## src/rtl/game_pkg.sv

```systemverilog
// Shared definitions for the Triangles-vs-Circles game controller.
// Holds the cell and winner encodings, the controller state enum, the scan
// axis direction table and the default board geometry.
package game_pkg;

  localparam int BOARD_N_DEF = 10;  // board width/height in cells
  localparam int WIN_LEN_DEF = 4;   // pieces in a row needed to win

  typedef enum logic [1:0] {
    CELL_EMPTY = 2'b00,
    CELL_TRI   = 2'b01,
    CELL_CIR   = 2'b10
  } cell_e;

  typedef enum logic [1:0] {
    WIN_NONE = 2'b00,
    WIN_TRI  = 2'b01,
    WIN_CIR  = 2'b10,
    WIN_DRAW = 2'b11
  } winner_e;

  typedef enum logic [2:0] {
    ST_IDLE,
    ST_CHECK,
    ST_SCAN,
    ST_RESOLVE,
    ST_DONE
  } state_e;

  // Axis table, scanned in index order:
  // 0 horizontal (+1,0), 1 vertical (0,+1), 2 diagonal (+1,+1),
  // 3 anti-diagonal (+1,-1). Only the positive sense is stored; the
  // negative sense is the negated step.
  function automatic logic signed [1:0] axis_dx(input logic [1:0] axis);
    case (axis)
      2'd0:    axis_dx = 2'sd1;
      2'd1:    axis_dx = 2'sd0;
      2'd2:    axis_dx = 2'sd1;
      default: axis_dx = 2'sd1;
    endcase
  endfunction

  function automatic logic signed [1:0] axis_dy(input logic [1:0] axis);
    case (axis)
      2'd0:    axis_dy = 2'sd0;
      2'd1:    axis_dy = 2'sd1;
      2'd2:    axis_dy = 2'sd1;
      default: axis_dy = -2'sd1;
    endcase
  endfunction

endpackage

```

## src/rtl/game_controller_if.sv

```systemverilog
// Bundle of the game controller's non-clock signals.
//   Input-handler side : x_in, y_in, coord_valid, new_game
//   Display side       : rd_x, rd_y (address) -> rd_cell (registered data)
//   Status             : turn, busy, move_accepted, move_rejected,
//                        tri_moves, cir_moves, game_over, winner
// master = the environment driving moves and reading state,
// slave  = the game controller itself.
interface game_controller_if;
  logic [3:0] x_in;
  logic [3:0] y_in;
  logic       coord_valid;
  logic       new_game;
  logic [3:0] rd_x;
  logic [3:0] rd_y;
  logic [1:0] rd_cell;
  logic       turn;
  logic       busy;
  logic       move_accepted;
  logic       move_rejected;
  logic [6:0] tri_moves;
  logic [6:0] cir_moves;
  logic       game_over;
  logic [1:0] winner;

  modport master (
    output x_in, y_in, coord_valid, new_game, rd_x, rd_y,
    input  rd_cell, turn, busy, move_accepted, move_rejected,
           tri_moves, cir_moves, game_over, winner
  );

  modport slave (
    input  x_in, y_in, coord_valid, new_game, rd_x, rd_y,
    output rd_cell, turn, busy, move_accepted, move_rejected,
           tri_moves, cir_moves, game_over, winner
  );
endinterface

```

## src/rtl/board_regfile.sv

```systemverilog
// Board occupancy store: BOARD_N*BOARD_N cells of 2 bits each.
// Ports:
//   clk, clr            clock and synchronous clear of every cell and rd_cell
//   we, waddr, wdata    single write port (cell index = y*BOARD_N + x)
//   saddr -> sdata      combinational read port used by the scan logic
//   rd_x, rd_y -> rd_cell  registered display read, 00 when out of range
module board_regfile
  import game_pkg::*;
#(
  parameter int BOARD_N = BOARD_N_DEF,
  localparam int CELLS = BOARD_N * BOARD_N,
  localparam int IDX_W = $clog2(CELLS)
) (
  input  logic             clk,
  input  logic             clr,
  input  logic             we,
  input  logic [IDX_W-1:0] waddr,
  input  logic [1:0]       wdata,
  input  logic [IDX_W-1:0] saddr,
  output logic [1:0]       sdata,
  input  logic [3:0]       rd_x,
  input  logic [3:0]       rd_y,
  output logic [1:0]       rd_cell
);

  // The scan port needs every cell combinationally, so the store is a
  // register array rather than a block RAM.
  logic [CELLS-1:0][1:0] cells;

  for (genvar gi = 0; gi < CELLS; gi++) begin : g_cell
    localparam logic [IDX_W-1:0] MY_IDX = IDX_W'(gi);
    logic [1:0] cell_q;
    logic [1:0] cell_d;

    always_comb begin
      cell_d = cell_q;
      if (we && (waddr == MY_IDX)) begin
        cell_d = wdata;
      end
    end

    always_ff @(posedge clk) begin
      if (clr) begin
        cell_q <= CELL_EMPTY;
      end else begin
        cell_q <= cell_d;
      end
    end

    assign cells[gi] = cell_q;
  end

  localparam logic [IDX_W-1:0] LAST_IDX = IDX_W'(CELLS - 1);

  always_comb begin
    sdata = CELL_EMPTY;
    if (saddr <= LAST_IDX) begin
      sdata = cells[saddr];
    end
  end

  logic             rd_ok;
  logic [IDX_W-1:0] rd_idx;
  logic [1:0]       rd_cell_d;
  logic [1:0]       rd_cell_q;

  always_comb begin
    rd_ok     = (int'(rd_x) < BOARD_N) && (int'(rd_y) < BOARD_N);
    rd_idx    = IDX_W'(int'(rd_y) * BOARD_N + int'(rd_x));
    rd_cell_d = rd_ok ? cells[rd_idx] : CELL_EMPTY;
  end

  always_ff @(posedge clk) begin
    if (clr) begin
      rd_cell_q <= CELL_EMPTY;
    end else begin
      rd_cell_q <= rd_cell_d;
    end
  end

  assign rd_cell = rd_cell_q;

endmodule

```

## src/rtl/game_controller.sv

```systemverilog
// Turn sequencer for Triangles-vs-Circles.
// Takes coordinate strobes, validates the move against the board, places the
// piece, then walks outwards from it along four axes to decide win/draw.
// Ports:
//   clk    system clock
//   reset  synchronous active-high reset
//   bus    game_controller_if.slave (moves in, display read, status out)
module game_controller
  import game_pkg::*;
#(
  parameter int BOARD_N = BOARD_N_DEF,
  parameter int WIN_LEN = WIN_LEN_DEF
) (
  input logic              clk,
  input logic              reset,
  game_controller_if.slave bus
);

  localparam int IDX_W = $clog2(BOARD_N * BOARD_N);
  localparam logic [3:0] LAST_STEP = 4'(WIN_LEN - 1);
  localparam logic [3:0] WIN_RUN   = 4'(WIN_LEN);
  localparam logic [7:0] CELLS_N   = 8'(BOARD_N * BOARD_N);

  state_e            state_q, state_d;
  logic              turn_q, turn_d;
  logic [3:0]        x_q, x_d;
  logic [3:0]        y_q, y_d;
  logic              acc_q, acc_d;
  logic              rej_q, rej_d;
  logic [6:0]        tri_q, tri_d;
  logic [6:0]        cir_q, cir_d;
  logic [1:0]        winner_q, winner_d;
  logic              game_over_q, game_over_d;
  logic              busy_q, busy_d;
  logic [1:0]        axis_q, axis_d;
  logic              neg_q, neg_d;    // 0 = walking positive sense
  logic [3:0]        step_q, step_d;  // steps taken in current sense
  logic [3:0]        run_q, run_d;    // matching pieces on current axis
  logic signed [5:0] cx_q, cx_d;      // walk cursor
  logic signed [5:0] cy_q, cy_d;
  logic              win_q, win_d;

  // Board interface
  logic             clr;
  logic             we;
  logic [1:0]       wdata;
  logic [IDX_W-1:0] chk_idx;
  logic [IDX_W-1:0] scan_idx;
  logic [IDX_W-1:0] saddr;
  logic [1:0]       sdata;

  // Scan datapath
  logic              in_range;
  logic signed [1:0] dx2, dy2;
  logic signed [5:0] dx6, dy6;
  logic signed [5:0] nx, ny;
  logic              nb_in;
  logic              step_match;
  logic              sense_end;
  logic [3:0]        run_now;
  logic [7:0]        total_moves;

  assign clr = reset || ((state_q == ST_DONE) && bus.new_game);

  board_regfile #(.BOARD_N(BOARD_N)) u_board (
    .clk     (clk),
    .clr     (clr),
    .we      (we),
    .waddr   (chk_idx),
    .wdata   (wdata),
    .saddr   (saddr),
    .sdata   (sdata),
    .rd_x    (bus.rd_x),
    .rd_y    (bus.rd_y),
    .rd_cell (bus.rd_cell)
  );

  // Address generation and neighbour test for the scan walk.
  always_comb begin
    in_range = (int'(x_q) < BOARD_N) && (int'(y_q) < BOARD_N);
    chk_idx  = in_range ? IDX_W'(int'(y_q) * BOARD_N + int'(x_q)) : '0;

    dx2 = axis_dx(axis_q);
    dy2 = axis_dy(axis_q);
    dx6 = {{4{dx2[1]}}, dx2};
    dy6 = {{4{dy2[1]}}, dy2};
    if (neg_q) begin
      dx6 = -dx6;
      dy6 = -dy6;
    end
    nx = cx_q + dx6;
    ny = cy_q + dy6;
    nb_in = (int'(nx) >= 0) && (int'(nx) < BOARD_N) &&
            (int'(ny) >= 0) && (int'(ny) < BOARD_N);
    scan_idx = IDX_W'(int'(ny) * BOARD_N + int'(nx));

    // CHECK looks at the target cell, SCAN at the next neighbour.
    if (state_q == ST_SCAN) begin
      saddr = nb_in ? scan_idx : '0;
    end else begin
      saddr = chk_idx;
    end

    wdata      = turn_q ? CELL_CIR : CELL_TRI;
    step_match = nb_in && (sdata == wdata);
    total_moves = {1'b0, tri_q} + {1'b0, cir_q};
  end

  always_comb begin
    state_d  = state_q;
    turn_d   = turn_q;
    x_d      = x_q;
    y_d      = y_q;
    acc_d    = 1'b0;
    rej_d    = 1'b0;
    tri_d    = tri_q;
    cir_d    = cir_q;
    winner_d = winner_q;
    axis_d   = axis_q;
    neg_d    = neg_q;
    step_d   = step_q;
    run_d    = run_q;
    cx_d     = cx_q;
    cy_d     = cy_q;
    win_d    = win_q;
    we       = 1'b0;
    sense_end = 1'b0;
    run_now   = run_q;

    case (state_q)
      ST_IDLE: begin
        if (bus.coord_valid) begin
          x_d     = bus.x_in;
          y_d     = bus.y_in;
          state_d = ST_CHECK;
        end
      end

      ST_CHECK: begin
        if (!in_range || (sdata != CELL_EMPTY)) begin
          rej_d   = 1'b1;
          state_d = ST_IDLE;
        end else begin
          we     = 1'b1;
          acc_d  = 1'b1;
          if (turn_q) begin
            cir_d = cir_q + 7'd1;
          end else begin
            tri_d = tri_q + 7'd1;
          end
          run_d   = 4'd1;
          axis_d  = 2'd0;
          neg_d   = 1'b0;
          step_d  = 4'd0;
          win_d   = 1'b0;
          cx_d    = {2'b00, x_q};
          cy_d    = {2'b00, y_q};
          state_d = ST_SCAN;
        end
      end

      ST_SCAN: begin
        if (step_match) begin
          run_now = run_q + 4'd1;
          run_d   = run_now;
          cx_d    = nx;
          cy_d    = ny;
          step_d  = step_q + 4'd1;
          // A sense never looks further than WIN_LEN-1 cells away.
          if ((step_q + 4'd1) == LAST_STEP) begin
            sense_end = 1'b1;
          end
        end else begin
          sense_end = 1'b1;
        end

        if (sense_end) begin
          step_d = 4'd0;
          cx_d   = {2'b00, x_q};
          cy_d   = {2'b00, y_q};
          if (!neg_q) begin
            neg_d = 1'b1;
          end else begin
            // Both senses done: the axis is complete.
            neg_d = 1'b0;
            if (run_now >= WIN_RUN) begin
              win_d   = 1'b1;
              state_d = ST_RESOLVE;
            end else begin
              run_d = 4'd1;
              if (axis_q == 2'd3) begin
                state_d = ST_RESOLVE;
              end else begin
                axis_d = axis_q + 2'd1;
              end
            end
          end
        end
      end

      ST_RESOLVE: begin
        if (win_q) begin
          winner_d = turn_q ? WIN_CIR : WIN_TRI;
          state_d  = ST_DONE;
        end else if (total_moves == CELLS_N) begin
          winner_d = WIN_DRAW;
          state_d  = ST_DONE;
        end else begin
          turn_d  = ~turn_q;
          state_d = ST_IDLE;
        end
      end

      ST_DONE: begin
        if (bus.new_game) begin
          state_d  = ST_IDLE;
          turn_d   = 1'b0;
          tri_d    = 7'd0;
          cir_d    = 7'd0;
          winner_d = WIN_NONE;
          win_d    = 1'b0;
        end
      end

      default: begin
        state_d = ST_IDLE;
      end
    endcase

    // Status flags follow the next state so they change with it.
    busy_d      = (state_d != ST_IDLE);
    game_over_d = (state_d == ST_DONE);
  end

  always_ff @(posedge clk) begin
    if (reset) begin
      state_q     <= ST_IDLE;
      turn_q      <= 1'b0;
      x_q         <= 4'd0;
      y_q         <= 4'd0;
      acc_q       <= 1'b0;
      rej_q       <= 1'b0;
      tri_q       <= 7'd0;
      cir_q       <= 7'd0;
      winner_q    <= WIN_NONE;
      game_over_q <= 1'b0;
      busy_q      <= 1'b0;
      axis_q      <= 2'd0;
      neg_q       <= 1'b0;
      step_q      <= 4'd0;
      run_q       <= 4'd0;
      cx_q        <= 6'sd0;
      cy_q        <= 6'sd0;
      win_q       <= 1'b0;
    end else begin
      state_q     <= state_d;
      turn_q      <= turn_d;
      x_q         <= x_d;
      y_q         <= y_d;
      acc_q       <= acc_d;
      rej_q       <= rej_d;
      tri_q       <= tri_d;
      cir_q       <= cir_d;
      winner_q    <= winner_d;
      game_over_q <= game_over_d;
      busy_q      <= busy_d;
      axis_q      <= axis_d;
      neg_q       <= neg_d;
      step_q      <= step_d;
      run_q       <= run_d;
      cx_q        <= cx_d;
      cy_q        <= cy_d;
      win_q       <= win_d;
    end
  end

  assign bus.turn          = turn_q;
  assign bus.busy          = busy_q;
  assign bus.move_accepted = acc_q;
  assign bus.move_rejected = rej_q;
  assign bus.tri_moves     = tri_q;
  assign bus.cir_moves     = cir_q;
  assign bus.game_over     = game_over_q;
  assign bus.winner        = winner_q;

endmodule

```

## src/flat_wrapper.sv

```systemverilog
// flat-port wrapper written by rule: the top's interface ports become plain ports
module game_controller_flat import game_pkg::*;
#(
  parameter int BOARD_N = BOARD_N_DEF,
  parameter int WIN_LEN = WIN_LEN_DEF
)
  (clk, reset, bus_x_in, bus_y_in, bus_coord_valid, bus_new_game, bus_rd_x, bus_rd_y, bus_rd_cell, bus_turn, bus_busy, bus_move_accepted, bus_move_rejected, bus_tri_moves, bus_cir_moves, bus_game_over, bus_winner);
  game_controller_if bus_i ();
  input logic clk;
  input logic reset;
  input wire logic [$bits(bus_i.x_in)-1:0] bus_x_in;
  input wire logic [$bits(bus_i.y_in)-1:0] bus_y_in;
  input wire logic [$bits(bus_i.coord_valid)-1:0] bus_coord_valid;
  input wire logic [$bits(bus_i.new_game)-1:0] bus_new_game;
  input wire logic [$bits(bus_i.rd_x)-1:0] bus_rd_x;
  input wire logic [$bits(bus_i.rd_y)-1:0] bus_rd_y;
  output wire logic [$bits(bus_i.rd_cell)-1:0] bus_rd_cell;
  output wire logic [$bits(bus_i.turn)-1:0] bus_turn;
  output wire logic [$bits(bus_i.busy)-1:0] bus_busy;
  output wire logic [$bits(bus_i.move_accepted)-1:0] bus_move_accepted;
  output wire logic [$bits(bus_i.move_rejected)-1:0] bus_move_rejected;
  output wire logic [$bits(bus_i.tri_moves)-1:0] bus_tri_moves;
  output wire logic [$bits(bus_i.cir_moves)-1:0] bus_cir_moves;
  output wire logic [$bits(bus_i.game_over)-1:0] bus_game_over;
  output wire logic [$bits(bus_i.winner)-1:0] bus_winner;
  assign bus_i.x_in = bus_x_in;
  assign bus_i.y_in = bus_y_in;
  assign bus_i.coord_valid = bus_coord_valid;
  assign bus_i.new_game = bus_new_game;
  assign bus_i.rd_x = bus_rd_x;
  assign bus_i.rd_y = bus_rd_y;
  assign bus_rd_cell = bus_i.rd_cell;
  assign bus_turn = bus_i.turn;
  assign bus_busy = bus_i.busy;
  assign bus_move_accepted = bus_i.move_accepted;
  assign bus_move_rejected = bus_i.move_rejected;
  assign bus_tri_moves = bus_i.tri_moves;
  assign bus_cir_moves = bus_i.cir_moves;
  assign bus_game_over = bus_i.game_over;
  assign bus_winner = bus_i.winner;
  game_controller #(.BOARD_N(BOARD_N), .WIN_LEN(WIN_LEN)) u_core (.clk(clk), .reset(reset), .bus(bus_i));
endmodule
```

## config.mk

```make
export PLATFORM = sky130hd
export DESIGN_NAME = game_controller_flat
export DESIGN_NICKNAME = d
export VERILOG_FILES = /design/src/rtl/game_pkg.sv /design/src/rtl/game_controller_if.sv /design/src/rtl/board_regfile.sv /design/src/rtl/game_controller.sv /design/src/flat_wrapper.sv
export SDC_FILE = /design/constraint.sdc
export NUM_CORES = 1
export LEC_CHECK = 0
export CAP_MARGIN = 20
export CORE_MARGIN = 2
export CORE_UTILIZATION = 40
export CTS_BUF_LIST = sky130_fd_sc_hd__clkbuf_2 sky130_fd_sc_hd__clkbuf_4 sky130_fd_sc_hd__clkbuf_8
export DETAILED_ROUTE_END_ITERATION = 6
export PLACE_DENSITY = 0.59
export SYNTH_ARGS = -nofsm -noshare
export SYNTH_HDL_FRONTEND = slang
export SYNTH_SLANG_ARGS = --single-unit
```

## constraint.sdc

```tcl
create_clock -name clk -period 7.1 [get_ports clk]
set_input_delay 1.775 -clock clk [delete_from_list [all_inputs] [get_ports clk]]
set_output_delay 1.775 -clock clk [all_outputs]
set_load 0.02 [all_outputs]
```

=== After elaboration in Yosys (flattened, before gate mapping) ===
Cells that the tools add are included.

* Logic and storage cells: 482
* Flip-flop bits (word level): 258
* Bits of input ports: 20

* Multiply operators: 3
* $add $sub $neg: 13
* Reduce and logical (&&, ||, !) cells: 132
* Bitwise logic cells: 3
* Equal/unequal tests: 123
* Order comparisons: 12
* Muxes and demuxes: 77

{| class="wikitable"
|+ Operators with widths
! kind !! number
|-
| $eq 7x7->1 const B || 36
|-
| $eq 7x6->1 const B || 32
|-
| $eq 7x5->1 const B || 16
|-
| $logic_and 1x1->1 || 107
|-
| $eq 7x4->1 const B || 8
|-
| $mux 7 || 8
|-
| $mux 6 || 8
|-
| $mux 4 || 9
|-
| $bmux 2 s7 || 2
|-
| $eq 7x3->1 const B || 4
|-
| $pmux 7 s2 || 2
|-
| $mux 2 || 13
|-
| $mux 3 || 8
|-
| $pmux 6 s2 || 2
|-
| $ne 2x2->1 const B || 9
|-
| $lt 4x4->1 const B || 4
|-
| $lt 7x8->1 const B || 2
|-
| $mux 1 || 16
|-
| $pmux 4 s2 || 2
|-
| $pmux 3 s5 || 1
|-
| $add 7x1->7 const B || 2
|-
| $eq 7x2->1 const B || 2
|-
| $add 6x6->6 || 2
|-
| $ge 6x1->1 const B || 2
|-
| 41 further kinds || 66
|}

=== Depth between registers and ports, before layout ===
* Depth in word-level cells: 24
* Mapped depth: 29
* Depth with buffers taken out: 27

=== Hierarchy ===
A second synthesis with hierarchy kept.

* Cell total of the unflattened synthesis: 1803
* Area, all modules: 15503.6 um^2

{| class="wikitable"
|+ By module, submodules not included
! module !! area an instance (um^2) !! sequential area each (um^2) !! cells each !! instances
|-
| board_regfile || 11581.1 || 4043.9 || 1330 || 1
|-
| game_controller || 3922.5 || 1121.1 || 473 || 1
|}

=== Least setup slack after synthesis ===
Ideal clock, no wire load.

* Kind: flip-flop to flip-flop
* From: reg u_core.axis_q[0]
* To: reg u_core.cx_q[2]
* Clock period less this slack: 5.740 ns
* Stages on the path, launching flop included: 25
* Setup time: 0.134 ns
* Data required time: 6.966 ns
* Setup slack: 1.360 ns
* Arrival: 5.606 ns
* Cell sequence: dfxtp_1 > inv_1 > ha_1 > mux2i_1 > inv_1 > ha_1 > a21oi_1 > nand2_1 > xor2_1 > ha_1 > ha_1 > ha_1 > inv_1 > xnor2_1 > o31a_1 > o21ai_0 > or4_1 > o21ai_1 > o32ai_1 > o21ai_4 > mux2_4 > nor4_4 > buf_6 > mux2i_1 > a211oi_1

* Cells in the longest elaborated chain, start to end: 20
* Elaborated cells on any way between the ends: 39
* Those cells by class: add/sub: 5; mul: 1; order compare: 5; eq/ne: 5; mux: 14; reduce/logical: 9

{| class="wikitable"
|+ Ends and longest elaborated chain
! what !! RTL line !! source
|-
| start, declared || game_controller.sv:35 || <nowiki>logic [1:0] axis_q, axis_d;</nowiki>
|-
| start signal, assigned || game_controller.sv:267 || <nowiki>axis_q <= axis_d;</nowiki>
|-
| branches (longest 20 deep; another with $add 7x6->7) || -- ||
|-
| end signal, assigned || game_controller.sv:252 || <nowiki>cx_q <= 6'sd0;</nowiki>
|-
| end signal, assigned || game_controller.sv:271 || <nowiki>cx_q <= cx_d;</nowiki>
|-
| end, declared || game_controller.sv:39 || <nowiki>logic signed [5:0] cx_q, cx_d;</nowiki>
|}

Parallel ways; which one is timed is not known. The select of a mux whose other input is x is not followed.
A chain may end at the register's enable or synchronous reset.

=== Final worst setup path ===
* From: reg u_core.axis_q[0]
* To: reg u_core.step_q[2]

* Cells in the longest elaborated chain, start to end: 20
* Elaborated cells on any way between the ends: 38
* Those cells by class: add/sub: 5; mul: 1; order compare: 5; eq/ne: 5; mux: 13; reduce/logical: 9

{| class="wikitable"
|+ Ends and longest elaborated chain
! what !! RTL line !! source
|-
| branches (longest 20 deep; another with $add 7x6->7) || -- ||
|-
| end signal, assigned || game_controller.sv:269 || <nowiki>step_q <= step_d;</nowiki>
|-
| end, declared || game_controller.sv:37 || <nowiki>logic [3:0] step_q, step_d;</nowiki>
|}

Parallel ways; which one is timed is not known. The select of a mux whose other input is x is not followed.

==> results.ini <==
[yosys]
async_reset_ff_frac=0
synth.distinct_cells=97
syn_nets=1623
synth-seq-area-share=0.353
syn_area_mm2=0.0146
syn_avg_cell_area_um2=9.45
synth-seq-cells=258
synth_edf_count=0
yosys_warnings=0
synth_cells=1550
synth_flop_cell=dfxtp_1

[critical_path]
r2r-start=u_core.axis_q[0]
path_common_cell=ha_1
required_ps=7610
reg2reg_setup_slack_ps=490
r2r_cells=25
cpPeakStageDelay_ps=520
endpoint_kind=register
critPathArrivalTime_ps=7130
critical-path-top-delay-family=adder cells
critPathBufInv=5
r2r_end=u_core.step_q[2]
crit_type=register to register
slowest_stage=o22ai_1
worstSetupStartpointType=register
path_max_fanout=11

[final_layout]
fillers=3474
final_cell_mix=dfxtp_1, nor2_1, nand2_1, a22o_1, a21oi_1
diodes=0
layout_commonest_cell=dfxtp_1
fin_nets=1665
fin_cells=2099
drive_above_1_share=0.178
syn_to_final_growth_pct=14.2

[placed_design]
port_buffers=42
dp_hpwl_um=34000
finalWeightedCongestion=0.985
placedCellCount=2011

[die]
std_cell_rows=70
core-area_mm2=0.0363
initial_utilization=0.403
die_w_um=195
ios=43
die_h_um=195
dieArea_mm2=0.0381

[power_and_ir_drop]
p_per_area_mw_per_mm2=264
irDropWorstVdd_mv=0.126
swShare=0.353
power_frac_seq=0.343
power_frac_clock=0.372
combinationalPowerShare=0.285
p_int_w=0.00286
p_leak_nw=6.53
power.switching_w=0.00156

[cts]
clk_latency_ps=630
h-tree-depth=2
post-cts-setup-buffers=0
cts_tree=built
clkSlewWorstSetupHoldPaths_ps=60
cts-root-buf=clkbuf_8
cts_buffers=47
clock_path_buffers=3
cts_sinks=258

[timing]
setup-violations-final=0
fin_tns_setup_ps=0
fin_crit_sh=0.931
max_freq_ghz=0.151
hold_viol_final=0
worst_slew_pin_slew_ps=1040
rsz0062_at_grt=no
drv_slew=0
min_period_ps=6610
finClkSkew_ps=36.5
relSlewSlack=0.303

[global_route]
grt_pass1_vias=12400
track_usage=0.257
antenna_found_initial=0
grt_max_degree=97
grt_pass1_wl_um=75500
overflow=0

[detailed_routing]
routedWlPerCell_um=23.5
ant_nets=0
wl_um=49300
vias=13000
drc_errors=0
initialDrtViolationCount=1281
dr.pass1.iters=5
via_per_inst=6.20

[hold_path]
holdPathEnd=u_core.u_board.g_cell[50].cell_q[1]
hold_path_class=register to register
hold_path.startpoint=u_core.u_board.g_cell[50].cell_q[1]
hold_depth=1

[outcome]
status=completed

[run]
drv_cap=0

## registers in the layout, indices dropped and copies added, names as in the netlist, 2 cells and up
name and cells:
u_core.step_q 4, u_core.y_q 4, u_core.bus.winner 2, u_core.x_q 4, u_core.u_board.g_cell.cell_q 200, u_core.cx_q 6, u_core.bus.cir_moves 7, u_core.run_q 4
u_core.cy_q 6, u_core.axis_q 2, u_core.bus.tri_moves 7, u_core.state_q 3, u_core.u_board.rd_cell 2
## synth_stat cells, types with 14 or more instances
| cell type | n | area share |
|---|---|---|
| o21a_1 | 59 | 0.030 |
| a31oi_1 | 15 | 0.0064 |
| inv_1 | 38 | 0.0097 |
| nand2_1 | 135 | 0.035 |
| mux2_2 | 26 | 0.020 |
| a21oi_1 | 90 | 0.031 |
| clkbuf_1 | 61 | 0.016 |
| buf_2 | 19 | 0.0065 |
| xnor2_1 | 23 | 0.014 |
| dfxtp_1 | 258 | 0.35 |
| mux2i_1 | 55 | 0.038 |
| nor3_1 | 19 | 0.0065 |
| o21ai_0 | 30 | 0.010 |
| a22o_1 | 96 | 0.057 |
| a211oi_1 | 14 | 0.0072 |
| and3_1 | 26 | 0.011 |
| o22ai_1 | 17 | 0.0073 |
| nor2_1 | 167 | 0.043 |
| mux4_2 | 64 | 0.098 |
| ha_1 | 45 | 0.038 |
| nand3_1 | 56 | 0.019 |
## repair_timing
item | in CTS | in global routing
resized for setup | 0 | 2
hold buffers | 0 | 0
setup endpoints to repair | 0 | 1
## power groups by stage
stage	Sequential, W	Combinational (W)	Clock [W]
2_1_floorplan	0.00154	0.000818	0
3_3_place_gp	0.00154	0.00121	0
3_5_place_dp	0.00155	0.00121	0
4_1_cts	0.00151	0.00122	0.00167
5_1_grt	0.00152	0.00132	0.00174
6_report	0.00151	0.00126	0.00164
## logic make-up (layout without fill, tap and decap cells)
kind of cell | Yosys count | in the layout | share of synthesized area
and+or+nand+nor | 493 | 493 | 0.163
DFF | 258 | 258 | 0.353
muxes | 148 | 148 | 0.159
AOI/OAI and AO/OA | 419 | 419 | 0.208
xor gates and xnor gates | 36 | 36 | 0.0220
adders and majority gates | 53 | 53 | 0.0494
buffers and inverters | 143 | 224 | 0.0455
## layer usage
metal | wire, µm | vias to the layer above | part of all wire | GRT usage
li1 | - | 5849 | - | -
met1 | 21300 | 6385 | 0.43 | 0.350
met2 | 22000 | 659 | 0.45 | 0.404
met3 | 4370 | 118 | 0.089 | 0.0485
met5 | 0 | - | 0 | 0
met4 | 1650 | 0 | 0.034 | 0.0970
## stage by stage
stage | utilization | setup WS, ps | power, W | instance area (µm²) | hold WS [ps]
5_1_grt | 0.460 | 61.9 | 0.00458 | 16700 | 505
2_1_floorplan | - | 1360 | 0.00236 | 14600 | 445
3_3_place_gp | 0.429 | 596 | 0.00275 | 15600 | 463
3_5_place_dp | 0.430 | 485 | 0.00276 | 15600 | 475
4_1_cts | 0.460 | 431 | 0.00440 | 16700 | 489
6_report | 0.460 | 486 | 0.00442 | 16700 | 491
## worst reg2reg max path: stages, from the launching register on
cell and delay (ps):
dfxtp_1 420, inv_1 70, ha_1 320, mux2i_2 260, inv_1 170, ha_1 360
a21oi_1 230, nand2_1 110, xor2_1 150, buf_4 160, ha_1 280, ha_1 210
fa_1 430, ha_1 320, xnor2_1 190, nand2_1 120, o22ai_1 530, o21ai_0 270
a211oi_2 310, inv_1 110, a21o_1 180, mux2_4 350, nor4_4 270, buf_4 260
or2b_1 240, a311oi_1 250
## layout make-up
cell class                 count  area (µm²)  area share
multi-input combinational   1149        8870       0.530
sequential                   258        5160       0.309
clock buffer                  76         958      0.0573
timing repair buffer          98         863      0.0516
tap                          468         586      0.0350
clock inverter                12         144     0.00860
inverter                      38         143     0.00853
## worst max path at each step
stage | from | to | cells past startpoint | slack [ps]
2_1_floorplan | u_core.axis_q[0] | u_core.cx_q[2] | 24 | 1360
3_5_place_dp | u_core.axis_q[0] | u_core.step_q[2] | 25 | 480
3_3_place_gp | u_core.axis_q[0] | u_core.step_q[2] | 25 | 600
5_1_grt | u_core.axis_q[0] | u_core.step_q[2] | 26 | 60
6_report | u_core.axis_q[0] | u_core.step_q[2] | 25 | 490
4_1_cts | u_core.axis_q[0] | u_core.step_q[2] | 25 | 430
No activity file was read; power rests on OpenSTA's default activity.
